==> config.mk <==
export PLATFORM = sky130hd
export DESIGN_NAME = mem_port_arbiter
export DESIGN_NICKNAME = d
export VERILOG_FILES = /design/src/rtl/mem_arb_pkg.sv /design/src/rtl/mem_arb_rd_tracker.sv /design/src/rtl/mem_port_arbiter.sv
export SDC_FILE = /design/constraint.sdc
export NUM_CORES = 1
export LEC_CHECK = 0
export CAP_MARGIN = 20
export CORE_MARGIN = 2
export CORE_UTILIZATION = 44
export CTS_CLUSTER_DIAMETER = 80
export DETAILED_ROUTE_END_ITERATION = 10
export GPL_TIMING_DRIVEN = 0
export PLACE_DENSITY = 0.85
export SYNTH_ARGS = -nofsm -noshare
export SYNTH_HDL_FRONTEND = slang
export SYNTH_SLANG_ARGS = --single-unit
==> constraint.sdc <==
create_clock -name clk -period 8 [get_ports clk]
set_input_delay 1.6 -clock clk [delete_from_list [all_inputs] [get_ports clk]]
set_output_delay 1.6 -clock clk [all_outputs]
set_load 0.1 [all_outputs]
==> src/rtl/mem_arb_pkg.sv <==
// Shared definitions for the memory port arbiter: command encodings,
// grant encoding and default parameter values.
package mem_arb_pkg;

  localparam logic CMD_READ  = 1'b0;
  localparam logic CMD_WRITE = 1'b1;

  localparam int DEF_ADDRESS_WIDTH   = 25;
  localparam int DEF_MAX_OUTSTANDING = 4;
  localparam int DEF_STARVE_LIMIT    = 8;

  typedef enum logic [1:0] {
    GNT_NONE = 2'd0,
    GNT_RD   = 2'd1,
    GNT_WR   = 2'd2
  } grant_t;

endpackage

==> src/rtl/mem_arb_rd_tracker.sv <==
// Tracks reads issued but not yet returned, registers returned data for the
// scanner and flags returns that arrive with nothing outstanding.
module mem_arb_rd_tracker
  import mem_arb_pkg::*;
#(
  parameter int MAX_OUTSTANDING = DEF_MAX_OUTSTANDING
) (
  input  logic       clk,
  input  logic       reset_n,
  input  logic       rd_issue,
  input  logic [7:0] data_in_mem,
  input  logic       data_in_ready_mem,
  output logic       rd_room,
  output logic [7:0] rd_data,
  output logic       rd_data_valid,
  output logic       rd_unexpected
);

  logic [3:0] outstanding;

  assign rd_room = (outstanding < 4'(MAX_OUTSTANDING));

  always_ff @(posedge clk) begin
    if (!reset_n) begin
      outstanding   <= '0;
      rd_data       <= '0;
      rd_data_valid <= 1'b0;
      rd_unexpected <= 1'b0;
    end else begin
      rd_data       <= data_in_mem;
      rd_data_valid <= data_in_ready_mem;
      // A return with nothing outstanding must not underflow; only a
      // simultaneous issue can then leave a read in flight.
      if (data_in_ready_mem && outstanding == '0) begin
        rd_unexpected <= 1'b1;
        outstanding   <= rd_issue ? 4'd1 : 4'd0;
      end else if (rd_issue && !data_in_ready_mem) begin
        outstanding <= outstanding + 4'd1;
      end else if (!rd_issue && data_in_ready_mem) begin
        outstanding <= outstanding - 4'd1;
      end
    end
  end

endmodule

==> src/rtl/mem_port_arbiter.sv <==
// Shares the memory command port between the host write stream and the LED
// scanner read stream; reads win unless writes have been starved too long.
module mem_port_arbiter
  import mem_arb_pkg::*;
#(
  parameter int ADDRESS_WIDTH   = DEF_ADDRESS_WIDTH,
  parameter int MAX_OUTSTANDING = DEF_MAX_OUTSTANDING,
  parameter int STARVE_LIMIT    = DEF_STARVE_LIMIT
) (
  input  logic                     clk,
  input  logic                     reset_n,
  input  logic                     wr_req,
  input  logic [ADDRESS_WIDTH-1:0] wr_address,
  input  logic [7:0]               wr_data,
  output logic                     wr_ack,
  input  logic                     rd_req,
  input  logic [ADDRESS_WIDTH-1:0] rd_address,
  output logic                     rd_ack,
  output logic [7:0]               rd_data,
  output logic                     rd_data_valid,
  output logic                     rd_unexpected,
  output logic [ADDRESS_WIDTH-1:0] address_mem,
  output logic                     wr_mem,
  output logic [7:0]               data_out_mem,
  output logic                     data_out_ready_mem,
  input  logic                     fifo_full_mem,
  input  logic [7:0]               data_in_mem,
  input  logic                     data_in_ready_mem
);

  grant_t     grant;
  logic       wr_elig;
  logic       rd_elig;
  logic       rd_room;
  logic [7:0] starve_cnt;

  // The ack cycle is excluded: the requester still holds its request then.
  assign wr_elig = wr_req && !wr_ack;
  assign rd_elig = rd_req && !rd_ack && rd_room;

  always_comb begin
    grant = GNT_NONE;
    if (!fifo_full_mem) begin
      if (wr_elig && rd_elig)
        grant = (starve_cnt == 8'(STARVE_LIMIT)) ? GNT_WR : GNT_RD;
      else if (wr_elig)
        grant = GNT_WR;
      else if (rd_elig)
        grant = GNT_RD;
    end
  end

  always_ff @(posedge clk) begin
    if (!reset_n) begin
      data_out_ready_mem <= 1'b0;
      address_mem        <= '0;
      wr_mem             <= 1'b0;
      data_out_mem       <= '0;
      wr_ack             <= 1'b0;
      rd_ack             <= 1'b0;
      starve_cnt         <= '0;
    end else begin
      data_out_ready_mem <= (grant != GNT_NONE);
      wr_ack             <= (grant == GNT_WR);
      rd_ack             <= (grant == GNT_RD);
      if (grant == GNT_WR) begin
        address_mem  <= wr_address;
        wr_mem       <= CMD_WRITE;
        data_out_mem <= wr_data;
      end else if (grant == GNT_RD) begin
        address_mem <= rd_address;
        wr_mem      <= CMD_READ;
      end
      if (grant == GNT_WR || !wr_req)
        starve_cnt <= '0;
      else if (grant == GNT_RD && wr_elig && starve_cnt != 8'(STARVE_LIMIT))
        starve_cnt <= starve_cnt + 8'd1;
    end
  end

  mem_arb_rd_tracker #(
    .MAX_OUTSTANDING(MAX_OUTSTANDING)
  ) u_rd_tracker (
    .clk              (clk),
    .reset_n          (reset_n),
    .rd_issue         (grant == GNT_RD),
    .data_in_mem      (data_in_mem),
    .data_in_ready_mem(data_in_ready_mem),
    .rd_room          (rd_room),
    .rd_data          (rd_data),
    .rd_data_valid    (rd_data_valid),
    .rd_unexpected    (rd_unexpected)
  );

endmodule

After elaboration in Yosys (flattened, before gate mapping). Cells that the tools add are included. Widths: inputs -> output; s select.

Add/sub/neg operators: 3. Multiply operators: 0. Div/mod/pow operators: 0. $lt $le $gt $ge: 1. Eq/ne operators: 4. Shift-type cells: 0. Muxes and demuxes: 13. Bitwise operators: 1. Reduce and logical (&&, ||, !) cells: 20.

Operator list (count): $mux 25 (2); $mux 4 (3); $logic_and 1x1->1 (9); $add 8x1->8 const B (1); $eq 8x4->1 const B (1); $mux 2 (4); $ne 8x4->1 const B (1); $logic_not 1->1 (5); $add 4x1->4 const B (1); $logic_not 4->1 (1); $lt 4x3->1 const B (1); $mux 1 (4); $reduce_bool 2->1 (2); $sub 4x1->4 const B (1); $reduce_bool 3->1 (1); $eq 2x1->1 const B (1); $eq 2x2->1 const B (1); $reduce_or 2->1 (1); $logic_or 1x1->1 (1); $not 1->1 (1).

Bits in registers: 59. Latch bits: 0. Bits in writable memories: 0. Bits in read-only memories: 0. Bits of input ports: 72. Output and inout port bits: 47. Logic and storage cells: 53. Memories: 0.

Depth between registers and ports, before layout. Gate-level depths: netlist (run 1).

Depth in word-level cells: 13. Depth in mapped cells: 14. Depth with buffers taken out: 14.

Modules after synthesis. A second synthesis (run 1) with hierarchy kept.

Cells, all modules: 262. Area total of the unflattened synthesis: 2661.3 µm².

Modules (own cells, without submodules): mem_port_arbiter (instances 1, cells an instance 208, area each 2097.0 µm², seq. area each 900.9 µm²); mem_arb_rd_tracker (instances 1, cells an instance 54, area each 564.3 µm², seq. area each 280.3 µm²).

Least setup slack after synthesis (run 1). No wires, ideal clock.

Path type: input to register. Start: input port rd_req. End: register u_rd_tracker.outstanding[3]. Setup time: 0.072 ns. Arrival time: 3.660 ns. Data required time: 7.928 ns. Path slack: 4.269 ns. Stages: 12. Buffers on the path: 0. Cell sequence: nor4b_1 -> nor2b_1 -> o21ai_0 -> inv_1 -> ha_1 -> ha_1 -> inv_1 -> ha_1 -> a21oi_1 -> a211oi_1 -> a31oi_1 -> mux2i_1.

Cells in the longest elaborated chain, start to end: 10. Elaborated cells between the ends (all ways): 14. Classes of those cells: 1 x eq/ne; 6 x mux; 7 x reduce/logical.

Ends and longest elaborated chain: start, declared (RTL line mem_port_arbiter.sv:16) `input logic rd_req,`; $logic_and 1x1->1 * (2 in a row) (RTL line mem_port_arbiter.sv:39) `assign rd_elig = rd_req && !rd_ack && rd_room;`; $mux 1 (RTL line mem_port_arbiter.sv:48) `else if (rd_elig)`; $mux 2 (RTL line mem_port_arbiter.sv:46) `else if (wr_elig)`; $mux 2 * (RTL line mem_port_arbiter.sv:44) `if (wr_elig && rd_elig)`; $mux 2 * (RTL line mem_port_arbiter.sv:43) `if (!fifo_full_mem) begin`; $eq 2x1->1 * (RTL line mem_port_arbiter.sv:86) `.rd_issue (grant == GNT_RD),`; via u_rd_tracker.rd_issue (RTL line mem_arb_rd_tracker.sv:10) `input logic rd_issue,`; $logic_and 1x1->1 or $logic_not 1->1 (tied branches) (RTL line mem_arb_rd_tracker.sv:37, mem_arb_rd_tracker.sv:39); $mux 4 or $logic_and 1x1->1 (tied branches) (RTL line mem_arb_rd_tracker.sv:37, mem_arb_rd_tracker.sv:39); $mux 4 or $reduce_bool 3->1 (tied branches); end signal, assigned (RTL line mem_arb_rd_tracker.sv:36) `outstanding <= rd_issue ? 4'd1 : 4'd0;`; end signal, assigned (RTL line mem_arb_rd_tracker.sv:38) `outstanding <= outstanding + 4'd1;`; end signal, assigned (RTL line mem_arb_rd_tracker.sv:40) `outstanding <= outstanding - 4'd1;`; end, declared (RTL line mem_arb_rd_tracker.sv:19) `logic [3:0] outstanding;`.

The timed path passes the listed nets; every way through them passes the cells marked *. A chain may end at the register's enable or synchronous reset.

Worst setup path after layout (run 1).
Start: input port wr_req. End: register u_rd_tracker.outstanding[3].

Cells in the longest elaborated chain, start to end: 8. Elaborated cells between the ends (all ways): 12. Classes of those cells: 1 x eq/ne; 5 x mux; 6 x reduce/logical.

Ends and longest elaborated chain: start, declared (RTL line mem_port_arbiter.sv:12) `input logic wr_req,`; $logic_and 1x1->1 * (RTL line mem_port_arbiter.sv:38) `assign wr_elig = wr_req && !wr_ack;`; $mux 2 or $logic_and 1x1->1 (tied branches) (RTL line mem_port_arbiter.sv:46, mem_port_arbiter.sv:44); $mux 2 * (RTL line mem_port_arbiter.sv:44); $mux 2 * (RTL line mem_port_arbiter.sv:43); $eq 2x1->1 * (RTL line mem_port_arbiter.sv:86); via u_rd_tracker.rd_issue (RTL line mem_arb_rd_tracker.sv:10); $logic_and 1x1->1 or $logic_not 1->1 (tied branches) (RTL line mem_arb_rd_tracker.sv:37, mem_arb_rd_tracker.sv:39); $mux 4 or $logic_and 1x1->1 (tied branches) (RTL line mem_arb_rd_tracker.sv:37, mem_arb_rd_tracker.sv:39); $mux 4 or $reduce_bool 3->1 (tied branches).

Marked as above.

==> impl_results.rst, run 1 <==
.. list-table::
   :header-rows: 1

   * - Metric
     - Value
   * - Critical path buffer and inverter count
     - 3
   * - GR Overflow Total
     - 0
   * - Count of flip-flops with a built-in enable after synthesis
     - 0
   * - Inst Count DP
     - 450
   * - Final setup violation count
     - 0
   * - Number of nets still failing antenna checks after routing
     - 0
   * - Number of hold violations in the final report
     - 0
   * - Top cell family by delay on the critical path
     - compound AO/OA/AOI/OAI gates
   * - Asr flop ratio synth
     - 0
   * - Cells traversed along the worst timing path
     - clkdlybuf4s50_1, or2b_1, o21ai_0, inv_1, ha_1, ha_1, inv_1, ha_1, a21oi_1, a211oi_1, a31oi_1, mux2i_1
   * - Leading post-synthesis cells by cell area
     - dfxtp_1 46%, mux2i_1 14%, a211oi_1 7.9%
   * - Total of buffers placed on input and output ports
     - 118
   * - Share of post-route cells with drive strength above 1
     - 0.0761
   * - Fin Clk Skew
     - 3.99 ps
   * - Synth-to-layout area growth
     - 56.0%
   * - Total nets after synthesis
     - 341
   * - Global-route wire length before repair
     - around 11000 um
   * - Sum of routed wire segments on met1
     - approximately 2600 um
   * - Residual DRC count
     - 0
   * - WL met2
     - 3460 um
   * - WP data arrival
     - 4530 ps
   * - Final HPWL from detailed placement
     - 5050 um
   * - Setup repair after global routing missed its margin
     - false
   * - Number of antenna diodes
     - 0
   * - Row count
     - 27
   * - Actual transition at the worst max-transition pin
     - 1010 ps
   * - Crit path launch type
     - input port
   * - Die outline area
     - 0.00649 mm2
   * - Global-route usage over all layers
     - 0.218
   * - Sequential cell area in the final layout
     - 0.00118 mm2
   * - Via count of the first global-routing pass
     - 2231
   * - Worst Slack Setup Final
     - 3740 ps
   * - Ys Warns
     - 0
   * - Post-synthesis sequential area ratio
     - 0.458
   * - Clock sinks
     - 59
   * - Initial antenna violation count
     - 0
   * - Number of instances in the synthesized netlist
     - 260
   * - Flop and latch count out of synthesis
     - 59
   * - Placeable Area
     - around 0.0056 mm2
   * - Most frequent cells after synthesis
     - 59 x dfxtp_1, 48 x nor2_1, 36 x mux2i_1
   * - Detailed Route Iter0 Violations
     - between 70 and 80
   * - Clock tree from TritonCTS
     - built
   * - Final weighted congestion in routability-driven placement
     - 0.780
   * - Final layout net count
     - 470
   * - Post-layout instance area
     - 0.00402 mm2
   * - Data required time at the worst endpoint
     - 8260 ps
   * - Status
     - finished, final reports clean
   * - Root Driver
     - clkbuf_8
   * - Fill cells
     - 450
   * - Area after DPL
     - 0.00385 mm2
   * - Fin Setup TNS
     - 0 ps
   * - Largest area contributor in the synthesized netlist
     - dfxtp_1
   * - Worst setup path class
     - input port to flop
   * - Class of the most critical hold timing path
     - flop to flop
   * - Final clock period utilization by the worst path
     - 0.533
   * - Highest-delay cell along the critical path
     - clkdlybuf4s50_1
   * - Die span in x
     - 80.5 um
   * - Die Y-Extent
     - approximately 80 um
   * - CTS-repair resized insts
     - 0
   * - Multi-input logic area
     - roughly 0.0013 mm2
   * - Max-Slew Margin vs Limit
     - 0.325
   * - Clock tree buffer depth
     - 2
   * - Maximum frequency from static timing analysis
     - between 0.2 and 0.25 GHz
   * - Vias per inst
     - a little under 5
   * - Delay of the slowest cell on the worst path
     - 550 ps
   * - Cell variety after synth
     - 38
   * - Inserted Clock Buffers
     - 9
   * - Maximum net fanout on the critical path
     - 4
   * - Clock period minus final worst setup slack
     - 4260 ps
   * - Initial standard-cell utilization of the core
     - 0.462
   * - Total wirelength of the detailed-routed design
     - 6600 um
   * - Largest net degree at the start of global routing
     - 11
   * - Final Instance Count excl. Fillers
     - 466
   * - Critical Path Sink Type
     - flop
   * - Clock-pin transition on the worst setup and hold timing paths
     - ~70 ps
   * - Worst path most repeated cell
     - ha_1
   * - Top layer in use
     - met4
   * - Power per unit of standard cell area
     - 326 mW/mm2
   * - Most used flip-flop cell after synthesis
     - dfxtp_1
   * - Worst Setup Slack post-DPL
     - ~3400 ps
   * - Hold bufs inserted after CTS
     - 0
   * - Cell area after synthesis
     - 0.00258 mm2
   * - Buffer count from post-CTS setup fixing
     - 0
   * - Final Max Slew Viols
     - 0
   * - Count of vias placed by the detailed router
     - 2248
   * - Cell with the most instances after synthesis
     - dfxtp_1
   * - Max VDD drop
     - 0.224 mV
   * - H-Tree Level Count
     - 3
   * - Maxcap violations
     - 0
   * - DRT Pass-1 Iters
     - 5
   * - Synth Area per Inst
     - 9.91 um2
   * - Area share of the largest cell type after synthesis
     - 0.458
   * - Wire per inst
     - 14.2 um
   * - Number of top-level design ports
     - 119
   * - Leakage power summed over all cells
     - 1.51 nW
   * - Clock latency on the worst-skew pair
     - 330 ps
   * - Met3 wire len
     - between 400 and 500 um
## path summary, 6_finish.rpt
check | from | endpoint | slack [ps] | depth (start not counted)
setup / recovery | wr_req | u_rd_tracker.outstanding[3] | 3740 | 12
setup reg to reg | starve_cnt[0] | u_rd_tracker.outstanding[3] | 4900 | 14
hold reg to reg | address_mem[24] | address_mem[24] | 480 | 2
hold / removal | address_mem[24] | address_mem[24] | 480 | 2
## through the flow
stage,power [mW],hold WS [ps],util
after floorplan,0.908,469,-
after global routing,1.37,505,0.721
after CTS,1.32,487,0.721
after detailed placement,1.08,464,0.690
final,1.31,483,0.721
after global placement,1.07,455,0.690
## cell usage in the layout (no fill, tap or decap), drive strengths merged
master / netlist / routed
clkdlybuf4s50: 0 / 118
dfxtp: 59 / 59
nor2: 48 / 48
mux2i: 36 / 36
a211oi: 28 / 28
clkbuf: 7 / 19
inv: 11 / 11
and2: 10 / 10
buf: 9 / 9
ha: 8 / 8
a21oi: 6 / 6
xnor2: 5 / 5
nand3: 5 / 5
nand2: 4 / 4
o21ai: 3 / 3
nor3: 3 / 3
clkinv: 0 / 3
nor4b: 3 / 3
or3: 2 / 2
nand3b: 2 / 2
or2b: 1 / 1
nor3b: 1 / 1
nor2b: 1 / 1
a211o: 1 / 1
nor4: 1 / 1
a21o: 1 / 1
or2: 1 / 1
a31oi: 1 / 1
xor2: 1 / 1
o31ai: 1 / 1
fa: 1 / 1
clkinvlp: 0 / 1
## tightest hold or removal path, delay by kind of cell, from the launching register on
family | cells | cell delay (ps)
DFF | 1 | 310
and+or+nand+nor | 1 | 80
AOI/OAI and AO/OA | 1 | 50
## logic make-up (layout without fill, tap and decap cells)
kind of cell | Yosys count | count (layout) | share of synthesized area
AOI/OAI and AO/OA | 41 | 41 | 0.113
xor gates and xnor gates | 6 | 6 | 0.0204
adders and majority gates | 9 | 9 | 0.0466
buffers and inverters | 27 | 161 | 0.0490
DFF | 59 | 59 | 0.458
muxes | 36 | 36 | 0.140
and+or+nand+nor | 82 | 82 | 0.173
## layer usage
metal  vias up  GRT usage
met5         -          0
met1      1011      0.237
met3         9     0.0921
li1       1158          -
met4         0     0.0814
met2        70      0.374
## registers in the layout, indices dropped and copies added, names as in the netlist
| name | flops |
|---|---|
| data_out_mem | 8 |
| u_rd_tracker.rd_data | 8 |
| data_out_ready_mem | 1 |
| wr_ack | 1 |
| u_rd_tracker.outstanding | 4 |
| u_rd_tracker.rd_data_valid | 1 |
| address_mem | 25 |
| wr_mem | 1 |
| rd_ack | 1 |
| starve_cnt | 8 |
| u_rd_tracker.rd_unexpected | 1 |
## power by group
part           leakage (nW)  switching (mW)  internal [mW]
registers             0.485          0.0346          0.351
logic                 0.935           0.495          0.194
clock network        0.0863           0.117          0.120
## cell type report
cell class              instances  share of cell area
inverters                      11              0.0103
well taps                      72              0.0224
clock inverters                 4             0.00654
flip-flops and latches         59               0.294
plain buffers                  16              0.0212
repair buffers                118               0.294
clock buffers                  12              0.0361
multi-input cells             174               0.316
Note: power is estimated with default switching activity, not from simulation.
==> inputs of run 2 (changes only) <==
CORE_UTILIZATION = 37   (was 44)
PLACE_DENSITY = 0.76   (was 0.85)
clock period = 3.9 ns   (was 8 ns; I/O delays follow)
==> run 2 against run 1 <==
Net effect: power is 110% higher; combinational power grew 110%; clock skew up 8.2 ps; first-iteration DRC count is 1.4% higher; flip-flop and latch count unchanged; largest power group unchanged; design area up 0.56%.
==> impl_results.rst, run 2 (same netlist as run 1, synthesis figures left out) <==
.. list-table::
   :header-rows: 1

   * - Metric
     - Value
   * - Inserted Clock Buffers
     - 9
   * - Final layout net count
     - 470
   * - Final setup violation count
     - 0
   * - Maxcap violations
     - 0
   * - Detailed Route Iter0 Violations
     - 72
   * - Number of antenna diodes
     - 0
   * - Fin Setup TNS
     - 0 ps
   * - Most used cells in the layout excluding fill and tap cells
     - 118 x clkdlybuf4s50_1, 59 x dfxtp_1, 48 x nor2_1
   * - H-Tree Level Count
     - 3
   * - Die span in x
     - 87.5 um
   * - WP data arrival
     - 3600 ps
   * - Final HPWL from detailed placement
     - 4930 um
   * - Number of nets still failing antenna checks after routing
     - 0
   * - Max-Slew Margin vs Limit
     - 0.316
   * - Clock latency on the worst-skew pair
     - 340 ps
   * - Worst setup path startpoint
     - wr_req
   * - Number of top-level design ports
     - 119
   * - Critical Path Sink Type
     - flop
   * - Initial standard-cell utilization of the core
     - 0.381
   * - Power per unit of standard cell area
     - 673 mW/mm2
   * - Clock tree buffer depth
     - 2
   * - Worst Setup Slack post-DPL
     - 210 ps
   * - Data required time at the worst endpoint
     - 4170 ps
   * - Placeable Area
     - 0.00676 mm2
   * - Wire per inst
     - 13.6 um
   * - End point of the critical path
     - u_rd_tracker.outstanding[3]
   * - Final Max Slew Viols
     - 0
   * - Sequential cell area in the final layout
     - 0.00118 mm2
   * - Cell internal power dissipation
     - 1.37 mW
   * - Switching portion of total power
     - 0.495
   * - Worst Slack Setup Final
     - about 560 ps
   * - Most frequent standard cell in the layout excluding fill and tap cells
     - clkdlybuf4s50_1
   * - Net switching power
     - about 1.3 mW
   * - RR Endpoint
     - u_rd_tracker.outstanding[3]
   * - Largest register by flop count
     - address_mem
   * - Clock tree from TritonCTS
     - built
   * - Die outline area
     - about 0.0077 mm2
   * - DRT Pass-1 Iters
     - 4
   * - Number of flip-flops under the largest register name
     - 25
   * - Clock sinks
     - 59
   * - Class of the most critical hold timing path
     - flop to flop
   * - Worst reg2reg setup slack
     - around 900 ps
   * - Max VDD drop
     - 0.356 mV
   * - Root Driver
     - clkbuf_8
   * - Startpoint of the lowest-slack register-to-register path
     - starve_cnt[0]
   * - Total wirelength of the detailed-routed design
     - 6430 um
   * - Part of the power in the clock network
     - 0.189
   * - Number of hold violations in the final report
     - 0
   * - Reg power frac
     - 0.289
   * - Residual DRC count
     - 0
   * - Global-route usage over all layers
     - 0.178
   * - Cells traversed along the worst timing path
     - clkdlybuf4s50_1, or2b_1, o21ai_0, inv_1, ha_1, ha_1, inv_1, ha_1, a21oi_1, a211oi_1, a31oi_1, mux2i_1
   * - Maximum net fanout on the critical path
     - 4
   * - Critical path depth
     - 12
   * - CTS-repair resized insts
     - 0
   * - Initial antenna violation count
     - 0
   * - Clock period minus final worst setup slack
     - about 3300 ps
   * - Minimum hold slack
     - ~470 ps
   * - Logic depth of the worst register-to-register path
     - 14
   * - Clock-pin transition on the worst setup and hold timing paths
     - around 70 ps
   * - Buffer count from post-CTS setup fixing
     - 0
   * - Inst Count DP
     - around 460
   * - Global-route wire length before repair
     - 10500 um
   * - Leakage power summed over all cells
     - 1.51 nW
   * - Utilization after layout
     - 0.598
   * - Setup repair after global routing missed its margin
     - false
   * - Row count
     - 30
   * - Total of buffers placed on input and output ports
     - approximately 120
   * - Final clock period utilization by the worst path
     - 0.856
   * - Count of vias placed by the detailed router
     - 2276
   * - Status
     - finished, final reports clean
   * - Vias per inst
     - between 4 and 5
   * - Portion of total power attributed to combinational logic
     - 0.522
   * - Critical path buffer and inverter count
     - 3
   * - Share of post-route cells with drive strength above 1
     - 0.0812
   * - Worst path most repeated cell
     - ha_1
   * - Maximum frequency from static timing analysis
     - between 0.2 and 0.3 GHz
   * - Delay of the slowest cell on the worst path
     - 560 ps
   * - Final Instance Count excl. Fillers
     - between 400 and 500
   * - Largest net degree at the start of global routing
     - 13
   * - Worst setup path class
     - input port to flop
   * - Fin Clk Skew
     - 12.2 ps
   * - Final weighted congestion in routability-driven placement
     - 0.806
   * - Die Y-Extent
     - 87.5 um
   * - Startpoint of the worst hold path
     - u_rd_tracker.rd_unexpected
   * - Hold bufs inserted after CTS
     - 0
   * - Via count of the first global-routing pass
     - 2264
   * - Top cell family by delay on the critical path
     - compound AO/OA/AOI/OAI gates
   * - Highest-delay cell along the critical path
     - clkdlybuf4s50_1
   * - Fill cells
     - 620
   * - Actual transition at the worst max-transition pin
     - 1020 ps
   * - Synth-to-layout area growth
     - 56.8%
   * - Multi-input logic area
     - 0.00127 mm2
   * - GR Overflow Total
     - 0
   * - Crit path launch type
     - input port
[run 2: cell count changes in the layout (fill, tap and decap cells not counted), sizes merged]
cell      change
clkbuf        -2
clkinv        -2
clkinvlp      +1
inv           +3
[run 2: how the worst min path moves through the flow]
| stage | to | slack (ps) | cells after the start |
|---|---|---|---|
| floorplan | u_rd_tracker.outstanding[3] | 470 | 2 |
| global route | u_rd_tracker.rd_unexpected | 500 | 2 |
| CTS | u_rd_tracker.rd_unexpected | 480 | 2 |
| global placement | u_rd_tracker.rd_unexpected | 450 | 2 |
| detailed placement | u_rd_tracker.rd_unexpected | 460 | 2 |
| finish | u_rd_tracker.rd_unexpected | 470 | 2 |
[run 2: stage by stage]
step                total power [mW]  cell area, um2
finish                          2.72            4040
global route                    2.86            4040
CTS                             2.75            4040
detailed placement              2.22            3860
global placement                2.20            3860
floorplan                       1.86            2580
[run 2: layer usage]
layer  GRT usage  part of all wire
met1       0.215              0.42
met2       0.289              0.49
met3      0.0664             0.072
met4      0.0629             0.011
met5           0                 0
[run 2: cell type report]
type,instances,share of cell area
sequential,59,0.292
inverter,11,0.0102
multi-input combinational,174,0.314
clock inverter,6,0.0115
clock buffer,10,0.0340
buffer,16,0.0210
timing repair buffer,118,0.292
tap,80,0.0248
[run 2: worst register-to-register path, delay by kind of cell, from the launching register on]
family / cells / cell delay [ps]
flip-flops: 1 / 350
multiplexers: 1 / 190
AO/OA/AOI/OAI: 4 / 810
buffers and inverters: 3 / 260
AND/OR/NAND/NOR: 2 / 370
adder cells (fa/ha/maj): 4 / 950
[run 2: power groups by stage]
stage | clock network [mW] | logic (mW) | registers, mW
floorplan | 0 | 0.352 | 1.51
global placement | 0 | 1.40 | 0.797
detailed placement | 0 | 1.42 | 0.799
CTS | 0.531 | 1.43 | 0.787
global route | 0.561 | 1.50 | 0.802
finish | 0.515 | 1.42 | 0.786
==> inputs of run 3 (changes only) <==
CORE_UTILIZATION = 41   (was 37)
CTS_CLUSTER_DIAMETER = 120   (was 80)
PLACE_DENSITY = 0.8   (was 0.76)
clock period = 3.2 ns   (was 3.9 ns; I/O delays follow)
==> run 3 against run 2 <==
Net effect: core utilization grew 7.8 points; combinational power is 22% higher; critical path depth increased by 1; clock-buffer cell count rose by 1; wire length decreased by 1.2%; sequential share of layout area about the same; largest cell class unchanged.
==> impl_results.rst, run 3 (same netlist as run 1, synthesis figures left out) <==
.. list-table::
   :header-rows: 1

   * - Metric
     - Value
   * - Global-route wire length before repair
     - 10700 um
   * - Hold bufs inserted after CTS
     - 0
   * - Critical Path Sink Type
     - flop
   * - Crit path launch type
     - input port
   * - Power per unit of standard cell area
     - 823 mW/mm2
   * - Final layout net count
     - between 400 and 500
   * - Class of the most critical hold timing path
     - flop to flop
   * - Number of top-level design ports
     - 119
   * - Fin Setup TNS
     - 0 ps
   * - Actual transition at the worst max-transition pin
     - 1030 ps
   * - Inserted Clock Buffers
     - 9
   * - Initial antenna violation count
     - 0
   * - Root Driver
     - clkbuf_8
   * - Count of vias placed by the detailed router
     - 2269
   * - Largest register by flop count
     - address_mem
   * - Final clock period utilization by the worst path
     - 0.933
   * - Placeable Area
     - ~0.006 mm2
   * - Vias per inst
     - 4.86
   * - Final Power
     - 3.33 mW
   * - Maximum frequency from static timing analysis
     - 0.335 GHz
   * - Final Max Slew Viols
     - 0
   * - Max VDD drop
     - between 0.4 and 0.5 mV
   * - Global-route usage over all layers
     - 0.193
   * - Worst setup path class
     - input port to flop
   * - Most used cells in the layout excluding fill and tap cells
     - 118 x clkdlybuf4s50_1, 59 x dfxtp_1, 48 x nor2_1
   * - DRT Pass-1 Iters
     - 4
   * - Data required time at the worst endpoint
     - 3460 ps
   * - Clock period minus final worst setup slack
     - 2990 ps
   * - Fin Clk Skew
     - 7.87 ps
   * - Number of nets still failing antenna checks after routing
     - 0
   * - Residual DRC count
     - 0
   * - Share of post-route cells with drive strength above 1
     - 0.0842
   * - Status
     - finished, final reports clean
   * - Clock latency on the worst-skew pair
     - 330 ps
   * - Leakage power summed over all cells
     - 1.52 nW
   * - Clock tree from TritonCTS
     - built
   * - Die span in x
     - 83.3 um
   * - Total wirelength of the detailed-routed design
     - 6350 um
   * - Total of buffers placed on input and output ports
     - 118
   * - Setup repair after global routing missed its margin
     - false
   * - Final weighted congestion in routability-driven placement
     - 0.769
   * - Maximum net fanout on the critical path
     - 4
   * - Number of flip-flops under the largest register name
     - 25
   * - Number of hold violations in the final report
     - 0
   * - Detailed Route Iter0 Violations
     - 60
   * - Number of antenna diodes
     - 0
   * - Max-Slew Margin vs Limit
     - 0.308
   * - Clock sinks
     - 59
   * - Buffer count from post-CTS setup fixing
     - 0
   * - Synth-to-layout area growth
     - 57.1%
   * - Utilization after layout
     - 0.676
   * - Row count
     - 28
   * - Most frequent standard cell in the layout excluding fill and tap cells
     - clkdlybuf4s50_1
   * - Final setup violation count
     - 0
   * - Maxcap violations
     - 0
   * - Largest net degree at the start of global routing
     - 11
   * - GR Overflow Total
     - 0
   * - Die Y-Extent
     - approximately 83 um
   * - Die outline area
     - 0.00694 mm2
   * - WP data arrival
     - roughly 3200 ps
   * - Clock tree buffer depth
     - 2
   * - Wire per inst
     - 13.6 um
   * - H-Tree Level Count
     - 3
   * - Initial standard-cell utilization of the core
     - 0.430
   * - Via count of the first global-routing pass
     - 2279
   * - Clock-pin transition on the worst setup and hold timing paths
     - around 60 ps
   * - Final HPWL from detailed placement
     - between 5000 and 6000 um
[run 3: cell count changes in the layout (fill, tap and decap cells not counted), sizes merged]
cell / previous run / this run
inv: 14 / 11
bufinv: 0 / 1
clkinvlp: 2 / 0
clkinv: 1 / 2
clkbuf: 17 / 18
[run 3: layer usage]
layer,vias to the layer above,part of all wire,global-route usage
li1,1152,-,-
met1,1029,0.41,0.216
met2,75,0.50,0.328
met3,13,0.074,0.0755
met4,0,0.019,0.0805
met5,-,0,0
[run 3: final cells by class]
| cell class | count | area [um2] |
|---|---|---|
| timing repair buffer | 118 | 1180 |
| tap | 75 | 93.8 |
| multi-input combinational | 174 | 1280 |
| buffer | 16 | 85.1 |
| clock buffer | 11 | 141 |
| sequential | 59 | 1180 |
| inverter | 11 | 41.3 |
| fill | 500 | 1940 |
| clock inverter | 3 | 40.0 |
[run 3: final timing paths]
kind | endpoint | from | depth (start not counted) | slack [ps]
max reg2reg | u_rd_tracker.outstanding[3] | starve_cnt[0] | 13 | 380
min | address_mem[24] | address_mem[24] | 2 | 480
min reg2reg | address_mem[24] | address_mem[24] | 2 | 480
max | u_rd_tracker.outstanding[3] | rd_req | 13 | 210
[run 3: report_power, final]
part           internal, mW  switching (mW)  leakage, nW
Clock                 0.370           0.271       0.0950
Combinational         0.490            1.24        0.935
Sequential            0.878          0.0869        0.485
Total                  1.74            1.60         1.52
[run 3: timing repair]
action	4_1_cts	5_1_grt
hold endpoints to repair	0	0
gates resized for setup	2	3
setup endpoints to repair	1	1
[run 3: worst max-delay path, stage by stage]
cell and delay, ps:
clkdlybuf4s50_1 450, nor4b_2 260, nor2b_1 200, o21ai_2 90
inv_1 70, ha_2 230, ha_2 220, inv_1 80
ha_1 320, a21oi_1 200, a211oi_1 100, a31oi_1 190
mux2i_1 200
[run 3: through the flow]
stage | cell area [um2] | std cells | hold slack, ps | worst slack [ps]
after floorplan | 2580 | 260 | 469 | 269
after global placement | 3850 | 453 | 454 | -327
after detailed placement | 3850 | 453 | 477 | -411
after CTS | 4040 | 467 | 485 | 105
after global routing | 4050 | 467 | 508 | 40.3
final | 4050 | 467 | 485 | 215
